$ cat src/rtl/mempool_link_arbiter_if.sv
// Handshake bundle for mempool_link_arbiter: two request sources, the shared link,
// and the per-source response return path.
interface mempool_link_arbiter_if #(
  parameter int unsigned ReqWidth  = 64,
  parameter int unsigned RespWidth = 40
);
  logic [1:0][ReqWidth-1:0]  req_i;
  logic [1:0]                req_valid_i;
  logic [1:0]                req_ready_o;
  logic [ReqWidth-1:0]       link_req_o;
  logic                      link_valid_o;
  logic                      link_ready_i;
  logic [RespWidth-1:0]      link_resp_i;
  logic                      link_resp_valid_i;
  logic                      link_resp_ready_o;
  logic [1:0][RespWidth-1:0] resp_o;
  logic [1:0]                resp_valid_o;
  logic [1:0]                resp_ready_i;
  logic                      err_o;

  modport slave (
    input  req_i, req_valid_i, link_ready_i, link_resp_i, link_resp_valid_i, resp_ready_i,
    output req_ready_o, link_req_o, link_valid_o, link_resp_ready_o, resp_o, resp_valid_o, err_o
  );

  modport master (
    output req_i, req_valid_i, link_ready_i, link_resp_i, link_resp_valid_i, resp_ready_i,
    input  req_ready_o, link_req_o, link_valid_o, link_resp_ready_o, resp_o, resp_valid_o, err_o
  );
endinterface

$ cat src/rtl/mempool_link_arbiter.sv
// Two-source round-robin arbiter onto one registered TCDM link, with a route FIFO
// steering in-order responses back. Optional counters: MEMPOOL_LINK_ARB_STATS_EN.
module mempool_link_arbiter #(
  parameter int unsigned ReqWidth       = 64,
  parameter int unsigned RespWidth      = 40,
  parameter int unsigned MaxOutstanding = 8
) (
  input  logic clk_i,
  input  logic rst_i,
  mempool_link_arbiter_if.slave bus
`ifdef MEMPOOL_LINK_ARB_STATS_EN
  ,
  output logic [1:0][31:0] grant_cnt_o,
  output logic [31:0]      stall_cnt_o
`endif
);
  localparam int unsigned AW = $clog2(MaxOutstanding);

  logic                      link_valid_q;
  logic [ReqWidth-1:0]       link_req_q;
  logic                      rr_q;
  logic                      err_q;
  logic [MaxOutstanding-1:0] route_q;
  logic [AW-1:0]             wptr_q;
  logic [AW-1:0]             rptr_q;
  logic [AW:0]               count_q;

  logic       fifo_full, fifo_empty, head;
  logic       slot_free, can_grant, any_valid, winner, grant;
  logic       pop, drop;
  logic [1:0] req_ready, resp_valid;
  logic       link_resp_ready;

  assign fifo_full  = (count_q == (AW+1)'(MaxOutstanding));
  assign fifo_empty = (count_q == '0);
  assign head       = route_q[rptr_q];

  always_comb begin
    slot_free = !link_valid_q | bus.link_ready_i;
    // Readies are held low while reset is asserted so nothing is accepted then.
    can_grant = slot_free & !fifo_full & !rst_i;
    any_valid = |bus.req_valid_i;
    winner    = (&bus.req_valid_i) ? rr_q : bus.req_valid_i[1];
    grant     = can_grant & any_valid;
    req_ready = '0;
    if (grant) req_ready[winner] = 1'b1;

    resp_valid      = '0;
    link_resp_ready = 1'b1;
    if (!fifo_empty) begin
      resp_valid[head] = bus.link_resp_valid_i;
      link_resp_ready  = bus.resp_ready_i[head];
    end
    pop  = !fifo_empty & bus.link_resp_valid_i & bus.resp_ready_i[head];
    drop = fifo_empty & bus.link_resp_valid_i;
  end

  // Stage p0 -> p1: registered link output, route FIFO bookkeeping
  always_ff @(posedge clk_i) begin
    if (rst_i) begin
      link_valid_q <= 1'b0;
      link_req_q   <= '0;
      rr_q         <= 1'b0;
      err_q        <= 1'b0;
      wptr_q       <= '0;
      rptr_q       <= '0;
      count_q      <= '0;
    end else begin
      if (grant) begin
        link_valid_q <= 1'b1;
        link_req_q   <= bus.req_i[winner];
        rr_q         <= ~rr_q;
        wptr_q       <= wptr_q + 1'b1;
      end else if (bus.link_ready_i) begin
        link_valid_q <= 1'b0;
      end
      if (pop) rptr_q <= rptr_q + 1'b1;
      case ({grant, pop})
        2'b10:   count_q <= count_q + 1'b1;
        2'b01:   count_q <= count_q - 1'b1;
        default: count_q <= count_q;
      endcase
      if (drop) err_q <= 1'b1;
    end
  end

  // Route storage is data only; occupancy is tracked by the pointers above.
  always_ff @(posedge clk_i) begin
    if (grant) route_q[wptr_q] <= winner;
  end

  assign bus.req_ready_o       = req_ready;
  assign bus.link_valid_o      = link_valid_q;
  assign bus.link_req_o        = link_req_q;
  assign bus.link_resp_ready_o = link_resp_ready;
  assign bus.resp_o            = {bus.link_resp_i, bus.link_resp_i};
  assign bus.resp_valid_o      = resp_valid;
  assign bus.err_o             = err_q;

`ifdef MEMPOOL_LINK_ARB_STATS_EN
  function automatic logic [31:0] sat_inc(input logic [31:0] v);
    return (&v) ? v : v + 32'd1;
  endfunction

  logic [1:0][31:0] grant_cnt_q;
  logic [31:0]      stall_cnt_q;

  always_ff @(posedge clk_i) begin
    if (rst_i) begin
      grant_cnt_q <= '0;
      stall_cnt_q <= '0;
    end else begin
      if (grant) grant_cnt_q[winner] <= sat_inc(grant_cnt_q[winner]);
      if (any_valid && !can_grant) stall_cnt_q <= sat_inc(stall_cnt_q);
    end
  end

  assign grant_cnt_o = grant_cnt_q;
  assign stall_cnt_o = stall_cnt_q;
`endif
endmodule

$ cat src/flat_wrapper.sv
// flat-port wrapper written by rule: the top's interface ports become plain ports
module mempool_link_arbiter_flat 
#(
  parameter int unsigned ReqWidth       = 64,
  parameter int unsigned RespWidth      = 40,
  parameter int unsigned MaxOutstanding = 8
)
  (clk_i, rst_i, bus_req_i, bus_req_valid_i, bus_link_ready_i, bus_link_resp_i, bus_link_resp_valid_i, bus_resp_ready_i, bus_req_ready_o, bus_link_req_o, bus_link_valid_o, bus_link_resp_ready_o, bus_resp_o, bus_resp_valid_o, bus_err_o);
  mempool_link_arbiter_if #(.ReqWidth(ReqWidth), .RespWidth(RespWidth)) bus_i ();
  input  logic clk_i;
  input  logic rst_i;
  input wire logic [$bits(bus_i.req_i)-1:0] bus_req_i;
  input wire logic [$bits(bus_i.req_valid_i)-1:0] bus_req_valid_i;
  input wire logic [$bits(bus_i.link_ready_i)-1:0] bus_link_ready_i;
  input wire logic [$bits(bus_i.link_resp_i)-1:0] bus_link_resp_i;
  input wire logic [$bits(bus_i.link_resp_valid_i)-1:0] bus_link_resp_valid_i;
  input wire logic [$bits(bus_i.resp_ready_i)-1:0] bus_resp_ready_i;
  output wire logic [$bits(bus_i.req_ready_o)-1:0] bus_req_ready_o;
  output wire logic [$bits(bus_i.link_req_o)-1:0] bus_link_req_o;
  output wire logic [$bits(bus_i.link_valid_o)-1:0] bus_link_valid_o;
  output wire logic [$bits(bus_i.link_resp_ready_o)-1:0] bus_link_resp_ready_o;
  output wire logic [$bits(bus_i.resp_o)-1:0] bus_resp_o;
  output wire logic [$bits(bus_i.resp_valid_o)-1:0] bus_resp_valid_o;
  output wire logic [$bits(bus_i.err_o)-1:0] bus_err_o;
  assign bus_i.req_i = bus_req_i;
  assign bus_i.req_valid_i = bus_req_valid_i;
  assign bus_i.link_ready_i = bus_link_ready_i;
  assign bus_i.link_resp_i = bus_link_resp_i;
  assign bus_i.link_resp_valid_i = bus_link_resp_valid_i;
  assign bus_i.resp_ready_i = bus_resp_ready_i;
  assign bus_req_ready_o = bus_i.req_ready_o;
  assign bus_link_req_o = bus_i.link_req_o;
  assign bus_link_valid_o = bus_i.link_valid_o;
  assign bus_link_resp_ready_o = bus_i.link_resp_ready_o;
  assign bus_resp_o = bus_i.resp_o;
  assign bus_resp_valid_o = bus_i.resp_valid_o;
  assign bus_err_o = bus_i.err_o;
  mempool_link_arbiter #(.ReqWidth(ReqWidth), .RespWidth(RespWidth), .MaxOutstanding(MaxOutstanding)) u_core (.clk_i(clk_i), .rst_i(rst_i), .bus(bus_i));
endmodule
$ cat config.mk
export PLATFORM = sky130hd
export DESIGN_NAME = mempool_link_arbiter_flat
export DESIGN_NICKNAME = d
export VERILOG_FILES = /design/src/rtl/mempool_link_arbiter_if.sv /design/src/rtl/mempool_link_arbiter.sv /design/src/flat_wrapper.sv
export SDC_FILE = /design/constraint.sdc
export NUM_CORES = 1
export LEC_CHECK = 0
export BUFFER_PORTS_ARGS = -buffer_cell sky130_fd_sc_hd__buf_2
export CORE_AREA = 2 2 127 129
export CTS_CLUSTER_DIAMETER = 200
export DETAILED_ROUTE_END_ITERATION = 6
export DIE_AREA = 0 0 129 131
export HOLD_SLACK_MARGIN = 0.12
export PLACE_DENSITY = 0.68
export SYNTH_ARGS = -nofsm -noshare
export SYNTH_HDL_FRONTEND = slang
export SYNTH_SLANG_ARGS = --single-unit
$ cat constraint.sdc
create_clock -name clk_i -period 2.9 [get_ports clk_i]
set_clock_uncertainty 0.1 [all_clocks]
set_input_delay 0.145 -clock clk_i [delete_from_list [all_inputs] [get_ports clk_i]]
set_output_delay 0.145 -clock clk_i [all_outputs]
set_load 0.01 [all_outputs]
==> results of run 1 <==
[cell type report]
class                      instances  share of cell area, %
multi-input combinational        331                   27.8
timing repair buffer             345                   36.4
inverter                           4                  0.225
clock buffer                      11                   3.95
clock inverter                     4                  0.805
tap                              216                   4.05
sequential                        85                   26.7
[stage by stage]
step	util, %	setup slack, ns	cell area, um^2	total power (uW)
after CTS	42.7	0.00815	6650	3860
after global routing	42.8	0.0142	6680	4090
after detailed placement	32.3	0.0400	5030	2390
after floorplan	-	0.00869	4460	2180
final	42.8	0.137	6680	3860
after global placement	32.3	0.0994	5030	2380
[final timing paths]
| kind | endpoint | slack [ns] | cells past startpoint |
|---|---|---|---|
| max | u_core.count_q[2]$_SDFFE_PP0P_ | 0.14 | 10 |
| min | bus_resp_o[15] | 0.19 | 0 |
| max reg2reg | u_core.count_q[2]$_SDFFE_PP0P_ | 0.14 | 10 |
| min reg2reg | u_core.bus.link_valid_o$_SDFFE_PP0P_ | 0.39 | 2 |
[per-layer routing]
metal	global-route usage (%)	routed length, um	up-vias
li1	-	-	2234
met1	17.1	5750	2135
met2	27.2	6900	219
met3	4.80	1070	42
met4	8.31	451	0
met5	0	0	-
[state kept, by name (all words and copies together), names as in the netlist]
register and cells:
u_core.count_q 4, u_core.rptr_q 3, u_core.bus.link_valid_o 1, u_core.rr_q 1, u_core.wptr_q 3, u_core.bus.link_req_o 64
u_core.route_q 8, u_core.bus.err_o 1
[report_power, final]
part	leakage, uW	switching, uW	internal [uW]	total [uW]
clock	0.000149	495	742	1240
sequential	0.000710	109	1340	1450
combinational	0.00225	580	596	1180
[worst max-delay path: cells and delay by family, from the launching register on]
| kind | cells | cell delay [ns] |
|---|---|---|
| adder cells (fa/ha/maj) | 2 | 0.43 |
| AND/OR/NAND/NOR | 1 | 0.31 |
| flip-flops | 1 | 0.38 |
| multiplexers | 3 | 0.97 |
| XOR/XNOR | 2 | 0.32 |
| AO/OA/AOI/OAI | 2 | 0.19 |
[cells in the final DEF (no fill, tap or decap), types with 2 or more instances in the layout]
cell	count
a21oi_1	4
a311oi_1	64
buf_2	206
buf_4	6
clkbuf_16	11
clkinvlp_4	2
dfxtp_1	76
dlygate4sd3_1	130
edfxtp_1	8
ha_1	4
inv_1	2
inv_2	2
mux2i_1	3
mux4_2	2
nand2_1	134
nand2b_1	5
nand3_1	2
nand3b_1	2
nor2_1	79
nor2b_1	2
nor3_1	4
o21ai_0	3
xnor2_1	3
xor2_1	4
[logic make-up (layout without fill, tap and decap cells)]
kind of cell,Yosys count,in the layout
xor+xnor,7,7
buf+inv,123,364
fa+ha+maj,5,5
mux,8,8
compound gates,77,77
simple gates,234,234
flops,85,85
[what timing repair did]
item                                    in CTS  in global routing
hold buffers                               130                  0
hold endpoints to repair                    66                  0
setup buffers                                0                  1
endpoints found under the setup margin       0                 13
gates resized for setup                      0                  3
==> summary.txt, run 1 <==
Status
  • Status: completed

Layout
  • Layout cells sized above 1: 31.2%
  • Inserted Diodes: 0
  • Layout Cells excl Fill: 996
  • Nets: 957
  • Area of the multi-input gates: 1860 um^2
  • Reg area: 1790 um^2
  • Area Overhead vs Synth: 50.4%
  • # fillers: 1,510

Synthesis
  • Number of synthesized flops with an enable pin: 8
  • Synthesized flop and latch total: 85
  • Dominant synthesized flop cell: dfxtp_1
  • Xor-xnor portion of the synthesized cell area: 1.38%
  • Synth Area in Compound Gates: 14.8%
  • Yosys top cell area share: 34.7%
  • Top-count cell post-synth: nand2_1
  • Post-Synth Adder-Cell Area: 1.41%
  • Sequential fraction of the synthesis area: 40.1%
  • Area leader, netlist: dfxtp_1
  • Syn Area/Cell: 8.24 um^2
  • Synthesized area: 4440 um^2
  • Post-synthesis net count: 720
  • Most frequent cells after synthesis: 134 x nand2_1, 80 x buf_4, 79 x nor2_1
  • Unique cell type count in the Yosys netlist: 37
  • Mapped Cells: 539
  • Mux cell area share after synthesis: 2.48%
  • Synth Area in Simple Gates: 21.1%
  • Main combinational cell family by area after synthesis: simple AND/OR/NAND/NOR gates
  • Asr flop ratio synth: 0%
  • Synth area leaders: dfxtp_1 35%, buf_4 14%, a311oi_1 13%, nand2_1 11%, nor2_1 6.7%
  • Ys Warns: 0

Timing
  • Min Clock Period, post-route: 2.76 ns
  • Worst relative slew slack: 40.9%
  • # setup viols final: 0
  • Setup TNS: 0 ns
  • Worst slew pin tran: 0.886 ns
  • Fin. max-slew vios: 0
  • Worst hold slack: 0.190 ns
  • F_max: 0.362 GHz
  • Final hold vios: 0
  • RSZ-0062 raised after global routing: no
  • Ratio of final minimum period to clock period: 95.3%

Clocking
  • Cts bufs inserted: 9
  • Worst-Skew Late Latency: 0.34 ns
  • CTS max path bufs: 2
  • CTS Root Cell: clkbuf_16
  • Worst-path clk slew: 0.06 ns
  • Clock Sink Count: 85
  • CTS tree: built
  • Htree depth: 3

Global route
  • Largest net degree at the start of global routing: 136
  • Initial antenna violation count: 0
  • First-pass GRT wire length: 20.8 mm
  • Overflow after GRT: 0
  • Vias in the first global route: 4,365
  • Total global-route track usage: 15.6%

Placement
  • Routability cong.: 0.743
  • I/O Buffers: 206
  • Inst Count DP: 849
  • DPL Wire Length: 7.82 mm

Route
  • # DRC: 0
  • Drt via density: 4.65
  • ANT nets after route: 0
  • Drt first pass iters: 4
  • DRT iter0 DRCs: 195
  • Routed via count: 4,630
  • Post-Route WL: 14.2 mm
  • Routed WL per cell: 14.2 um

Critical path
  • Slowest cell on the critical path: mux4_2
  • Worst r2r src: u_core.rptr_q[0]$_SDFFE_PP0P_
  • Kind of start point of the critical path: flop
  • CP required: 3.06 ns
  • CP max FO: 4
  • Worst path cell trace: mux4_2, mux2i_4, mux2i_2, ha_2, xor2_1, ha_1, a21oi_1, xor2_1, or3_1, a21oi_1
  • Worst Setup SP: u_core.rptr_q[0]$_SDFFE_PP0P_
  • Crit path capture type: flop
  • Biggest cell delay along the critical path: 0.53 ns
  • CP Class: reg -> reg
  • Worst Path Arrival: 2.93 ns

Pwr
  • Leak Pwr: 0.00311 uW
  • Max VDD drop: 0.287 mV
  • Pwr per Cell Area: 578 nW/um^2

Floorplan
  • Die height: 131 um
  • Die width: 129 um
  • Core area: 15,600 um^2
  • Die ar.: 16,900 um^2
  • Std-Cell Rows: 46
  • Initial cell density of the core: 28.5%
  • Num ports: 327

Run
  • Max_cap viols: 0

Min path
  • Hold WC Path Type: in -> out
  • Worst Hold Launch: bus_link_resp_i[15]
(Power assumes the default switching activity.)
==> inputs of run 2 (changes only) <==
Settings changed: BUFFER_PORTS_ARGS -buffer_cell sky130_fd_sc_hd__buf_2 to -buffer_cell sky130_fd_sc_hd__buf_4.
==> summary.txt, run 2 (same netlist as run 1, synthesis figures left out) <==
Timing
  • Final hold vios: 0
  • Setup TNS: 0 ns
  • F_max: 0.371 GHz
  • Min Clock Period, post-route: 2.69 ns
  • PnR worst setup slack: 0.207 ns
  • Fin. max-slew vios: 0
  • Worst relative slew slack: 40.7%
  • Worst slew pin tran: 0.890 ns
  • # setup viols final: 0
  • RSZ-0062 raised after global routing: no
  • Ratio of final minimum period to clock period: 92.9%

Placement
  • Routability cong.: 0.759
  • Place WS: 0.122 ns
  • DPL Wire Length: 8.24 mm
  • I/O Buffers: 206
  • DP Area: 5550 um^2

Route
  • Routed WL per cell: 14.7 um
  • ANT nets after route: 0
  • # DRC: 0
  • Post-Route WL: 14.7 mm
  • Routed via count: 4,630
  • Drt via density: 4.63
  • Drt first pass iters: 4
  • DRT iter0 DRCs: 159

Clocking
  • CTS Root Cell: clkbuf_16
  • Cts bufs inserted: 9
  • CTS max path bufs: 2
  • Htree depth: 3
  • CTS tree: built
  • Worst-path clk slew: 0.06 ns
  • Clock Sink Count: 85
  • Worst-Skew Late Latency: 0.33 ns

Floorplan
  • Core area: 15,600 um^2
  • Std-Cell Rows: 46
  • Die height: 131 um
  • Initial cell density of the core: 28.5%
  • Die ar.: 16,900 um^2
  • Die width: 129 um
  • Num ports: 327

Critical path
  • CP max FO: 4
  • CP top delay family: multiplexers
  • Reg2reg end: u_core.count_q[2]$_SDFFE_PP0P_
  • Buf/Inv on CP: 0
  • CP Class: reg -> reg
  • Kind of start point of the critical path: flop
  • Worst r2r src: u_core.rptr_q[0]$_SDFFE_PP0P_
  • Worst Path Arrival: 2.86 ns
  • CP required: 3.06 ns
  • Worst R2R Path Depth: 10
  • Worst path cell trace: mux4_2, mux2i_4, mux2i_2, ha_2, xor2_1, ha_1, a21oi_1, xor2_1, or3_1, a21oi_1
  • Crit path capture type: flop
  • R2r setup slk: 0.21 ns
  • Slowest cell on the critical path: mux4_2
  • Biggest cell delay along the critical path: 0.54 ns

Layout
  • Final Cell Area: 7140 um^2
  • # fillers: 1,511
  • Commonest non-fill, non-tap cell in the layout: buf_4
  • Area of the multi-input gates: 1860 um^2
  • Area Overhead vs Synth: 60.8%
  • Nets: 960
  • Layout cells sized above 1: 31.3%
  • Inserted Diodes: 0
  • Most frequent cells in the layout: 216 x buf_4, 134 x nand2_1, 130 x dlygate4sd3_1, 79 x nor2_1, 76 x dfxtp_1
  • Max reg flops: 64
  • Reg area: 1780 um^2

Pwr
  • Net Switching: 1170 uW
  • Cell-internal power: 2630 uW
  • Logic gate share of total power: 34.2%
  • Pwr per Cell Area: 533 nW/um^2
  • Sequential share of power: 38.2%
  • Clk network pwr share: 27.6%
  • Tot Pwr: 3800 uW
  • Sw Share: 30.9%
  • Leak Pwr: 0.00324 uW
  • Max VDD drop: 0.267 mV

Global route
  • Initial antenna violation count: 0
  • GRT Max-Usage Layer: met2
  • M2 GR Usage: 28.5%
  • Overflow after GRT: 0
  • First-pass GRT wire length: 21.9 mm
  • Met3 Resource Use GR: 6.11%
  • Largest net degree at the start of global routing: 136
  • Total global-route track usage: 16.4%
  • Vias in the first global route: 4,602
  • Grt met1 use: 18.2%

Min path
  • Hold endpoint: bus_resp_o[15]
  • Worst Hold Launch: bus_link_resp_i[15]
  • Cells on Worst Hold Path: 0
  • Hold WC Path Type: in -> out

Status
  • Status: completed

Run
  • Max_cap viols: 0
## run 2: how the worst max path moves through the flow
stage,from,to,slack [ns],depth (start not counted)
5_1_grt,u_core.rptr_q[0]$_SDFFE_PP0P_,u_core.count_q[2]$_SDFFE_PP0P_,0.002,10
4_1_cts,u_core.rptr_q[0]$_SDFFE_PP0P_,u_core.count_q[2]$_SDFFE_PP0P_,0.11,10
2_1_floorplan,u_core.rptr_q[0]$_SDFFE_PP0P_,u_core.count_q[2]$_SDFFE_PP0P_,0.009,10
3_3_place_gp,u_core.rptr_q[0]$_SDFFE_PP0P_,u_core.count_q[2]$_SDFFE_PP0P_,0.14,10
6_report,u_core.rptr_q[0]$_SDFFE_PP0P_,u_core.count_q[2]$_SDFFE_PP0P_,0.21,10
3_5_place_dp,u_core.rptr_q[0]$_SDFFE_PP0P_,u_core.count_q[2]$_SDFFE_PP0P_,0.12,10
## run 2: timing repair
item	4_1_cts	5_1_grt
gates resized for setup	0	2
endpoints found under the hold margin	66	0
setup buffers	0	2
setup endpoints to repair	0	10
hold buffers	130	0
## run 2: worst reg2reg max path, cell delays in order, from the launching register on
cell and delay (ns):
dfxtp_2 0.38, mux4_2 0.54, mux2i_4 0.18, mux2i_2 0.25, ha_2 0.22, xor2_1 0.16, ha_1 0.16, a21oi_1 0.05
xor2_1 0.15, or3_1 0.30, a21oi_1 0.13
## run 2: area by class of cell
class	count	share of cell area [%]
Multi-Input combinational cell	331	26.0
Sequential cell	85	25.0
Timing Repair Buffer	348	41.4
Clock inverter	5	0.368
Tap cell	216	3.78
Inverter	4	0.210
Clock buffer	11	3.26
## run 2: power by group through the flow
stage / Sequential, uW / Combinational, uW / Clock, uW
final: 1450 / 1300 / 1050
after CTS: 1450 / 1270 / 1100
after global routing: 1480 / 1420 / 1140
after floorplan: 1500 / 676 / 0
after detailed placement: 1480 / 1050 / 0
after global placement: 1470 / 1040 / 0
## run 2: through the flow
stage / hold slack [ns] / utilization [%] / std cells
final: 0.190 / 45.8 / 1000
after detailed placement: 0.190 / 35.6 / 851
after global placement: 0.190 / 35.6 / 851
after global routing: 0.190 / 45.8 / 1000
after CTS: 0.190 / 45.6 / 997
after floorplan: 0.204 / - / 539
## run 2: metal layers
layer	up-vias	share of wire, %
met1	2180	40
met2	177	50
met4	0	2.9
met5	-	0
li1	2236	-
met3	37	7.1
==> inputs of run 3 (changes only) <==
Settings changed: CORE_AREA 2 2 127 129 to 2 2 128 130, DIE_AREA 0 0 129 131 to 0 0 130 132, PLACE_DENSITY 0.68 to 0.64, RECOVER_POWER set to 100.
Clock period 2.9 ns to 2.91 ns, I/O delays scaled along.
==> summary.txt, run 3 (same netlist as run 1, synthesis figures left out) <==
Clocking
  • Worst-path clk slew: 0.07 ns
  • Clock Sink Count: 85
  • Htree depth: 3
  • CTS Root Cell: clkbuf_16
  • Cts bufs inserted: 9
  • CTS tree: built
  • Worst-Skew Late Latency: 0.34 ns
  • CTS max path bufs: 2

Floorplan
  • Die width: 130 um
  • Std-Cell Rows: 46
  • Die height: 132 um
  • Core area: 15,700 um^2
  • Initial cell density of the core: 28.3%
  • Num ports: 327
  • Die ar.: 17,200 um^2

Pwr
  • Sequential share of power: 38.2%
  • Clk network pwr share: 30.5%
  • Logic gate share of total power: 31.3%
  • Leak Pwr: 0.00295 uW
  • Pwr per Cell Area: 550 nW/um^2
  • Net Switching: 1180 uW
  • Sw Share: 31.1%
  • Max VDD drop: 0.260 mV
  • Cell-internal power: 2610 uW

Global route
  • Initial antenna violation count: 0
  • Vias in the first global route: 4,496
  • Total global-route track usage: 15.8%
  • Largest net degree at the start of global routing: 136
  • First-pass GRT wire length: 21.6 mm
  • Overflow after GRT: 0

Layout
  • Nets: 958
  • Max reg flops: 64
  • Reg area: 1780 um^2
  • Most frequent cells in the layout: 142 x buf_4, 134 x nand2_1, 130 x dlygate4sd3_1, 79 x nor2_1, 76 x dfxtp_1
  • Inserted Diodes: 0
  • Layout cells sized above 1: 21.7%
  • Area Overhead vs Synth: 55.2%
  • Area of the multi-input gates: 1840 um^2
  • Commonest non-fill, non-tap cell in the layout: buf_4
  • # fillers: 1,597

Route
  • Post-Route WL: 14.2 mm
  • DRT iter0 DRCs: 140
  • Drt via density: 4.53
  • # DRC: 0
  • Drt first pass iters: 4
  • Routed WL per cell: 14.3 um
  • ANT nets after route: 0
  • Routed via count: 4,519

Timing
  • Worst slew pin tran: 0.904 ns
  • Fin. max-slew vios: 0
  • Final hold vios: 0
  • Min Clock Period, post-route: 2.78 ns
  • F_max: 0.359 GHz
  • Ratio of final minimum period to clock period: 95.6%
  • # setup viols final: 0
  • PnR worst setup slack: 0.128 ns
  • Worst relative slew slack: 39.8%
  • Worst hold slack: 0.191 ns
  • RSZ-0062 raised after global routing: yes

Critical path
  • Kind of start point of the critical path: flop
  • Worst Path Arrival: 2.95 ns
  • CP Class: reg -> reg
  • CP max FO: 4
  • R2r setup slk: 0.13 ns
  • CP required: 3.07 ns
  • Crit path capture type: flop
  • Worst r2r src: u_core.rptr_q[0]$_SDFFE_PP0P_
  • Reg2reg end: u_core.count_q[2]$_SDFFE_PP0P_
  • Worst R2R Path Depth: 10

Min path
  • Cells on Worst Hold Path: 0
  • Worst Hold Launch: bus_link_resp_i[6]
  • Hold WC Path Type: in -> out
  • Hold endpoint: bus_resp_o[46]

Placement
  • DPL Wire Length: 8.31 mm
  • I/O Buffers: 206
  • Routability cong.: 0.735
  • Place WS: 0.0784 ns

Status
  • Status: completed

Run
  • Max_cap viols: 0
run 3: what timing repair did:
| action | in CTS | in global routing |
|---|---|---|
| buffers inserted | 0 | 2 |
| hold buffers | 130 | 0 |
| setup endpoints to repair | 0 | 5 |
| hold endpoints to repair | 66 | 0 |
| gates resized for setup | 0 | 2 |
run 3: per-layer routing:
layer  track usage, %  vias up  share of wire, %
met3             4.79       30               6.5
met2             26.7      164                49
met1             18.0     2095                42
met4             7.35        0               2.5
met5                0        -                 0
li1                 -     2230                 -
run 3: layout make-up:
cell class / count / share of cell area [%]
clock inverters: 5 / 0.853
inverters: 4 / 0.218
flip-flops and latches: 85 / 25.9
repair buffers: 346 / 39.1
multi-input cells: 331 / 26.7
well taps: 216 / 3.92
clock buffers: 11 / 3.38
run 3: through the flow:
| step | area, um^2 | cells | total power, uW | utilization (%) | setup TNS (ns) |
|---|---|---|---|---|---|
| after floorplan | 4460 | 539 | 2170 | - | 0 |
| after global placement | 5550 | 849 | 2510 | 35.3 | 0 |
| after detailed placement | 5550 | 849 | 2520 | 35.3 | 0 |
| after CTS | 7140 | 995 | 3910 | 45.5 | 0 |
| after global routing | 6900 | 998 | 4010 | 43.9 | -0.00550 |
| final | 6900 | 998 | 3790 | 43.9 | 0 |
run 3: worst max-delay path by stage:
stage | to | from | cells past startpoint
floorplan | u_core.count_q[2]$_SDFFE_PP0P_ | u_core.rptr_q[0]$_SDFFE_PP0P_ | 10
global placement | u_core.count_q[2]$_SDFFE_PP0P_ | u_core.rptr_q[0]$_SDFFE_PP0P_ | 10
detailed placement | u_core.count_q[2]$_SDFFE_PP0P_ | u_core.rptr_q[0]$_SDFFE_PP0P_ | 10
CTS | u_core.count_q[2]$_SDFFE_PP0P_ | u_core.rptr_q[0]$_SDFFE_PP0P_ | 10
global route | u_core.count_q[2]$_SDFFE_PP0P_ | u_core.rptr_q[0]$_SDFFE_PP0P_ | 10
finish | u_core.count_q[2]$_SDFFE_PP0P_ | u_core.rptr_q[0]$_SDFFE_PP0P_ | 10
run 3: power by group through the flow:
stage          Combinational (uW)  Clock, uW  Sequential [uW]
2_1_floorplan                 674          0             1500
6_report                     1190       1160             1450
5_1_grt                      1310       1240             1470
3_3_place_gp                 1040          0             1470
3_5_place_dp                 1040          0             1480
4_1_cts                      1260       1200             1450
run 3: worst max-delay path: stages (launching register included):
cell and delay (ns):
dfxtp_2 0.39, mux4_2 0.54, mux2i_4 0.19, mux2i_2 0.27, ha_2 0.25, xor2_1 0.16, ha_1 0.16, a21oi_1 0.05
xor2_1 0.16, or3_1 0.31, a21oi_1 0.14
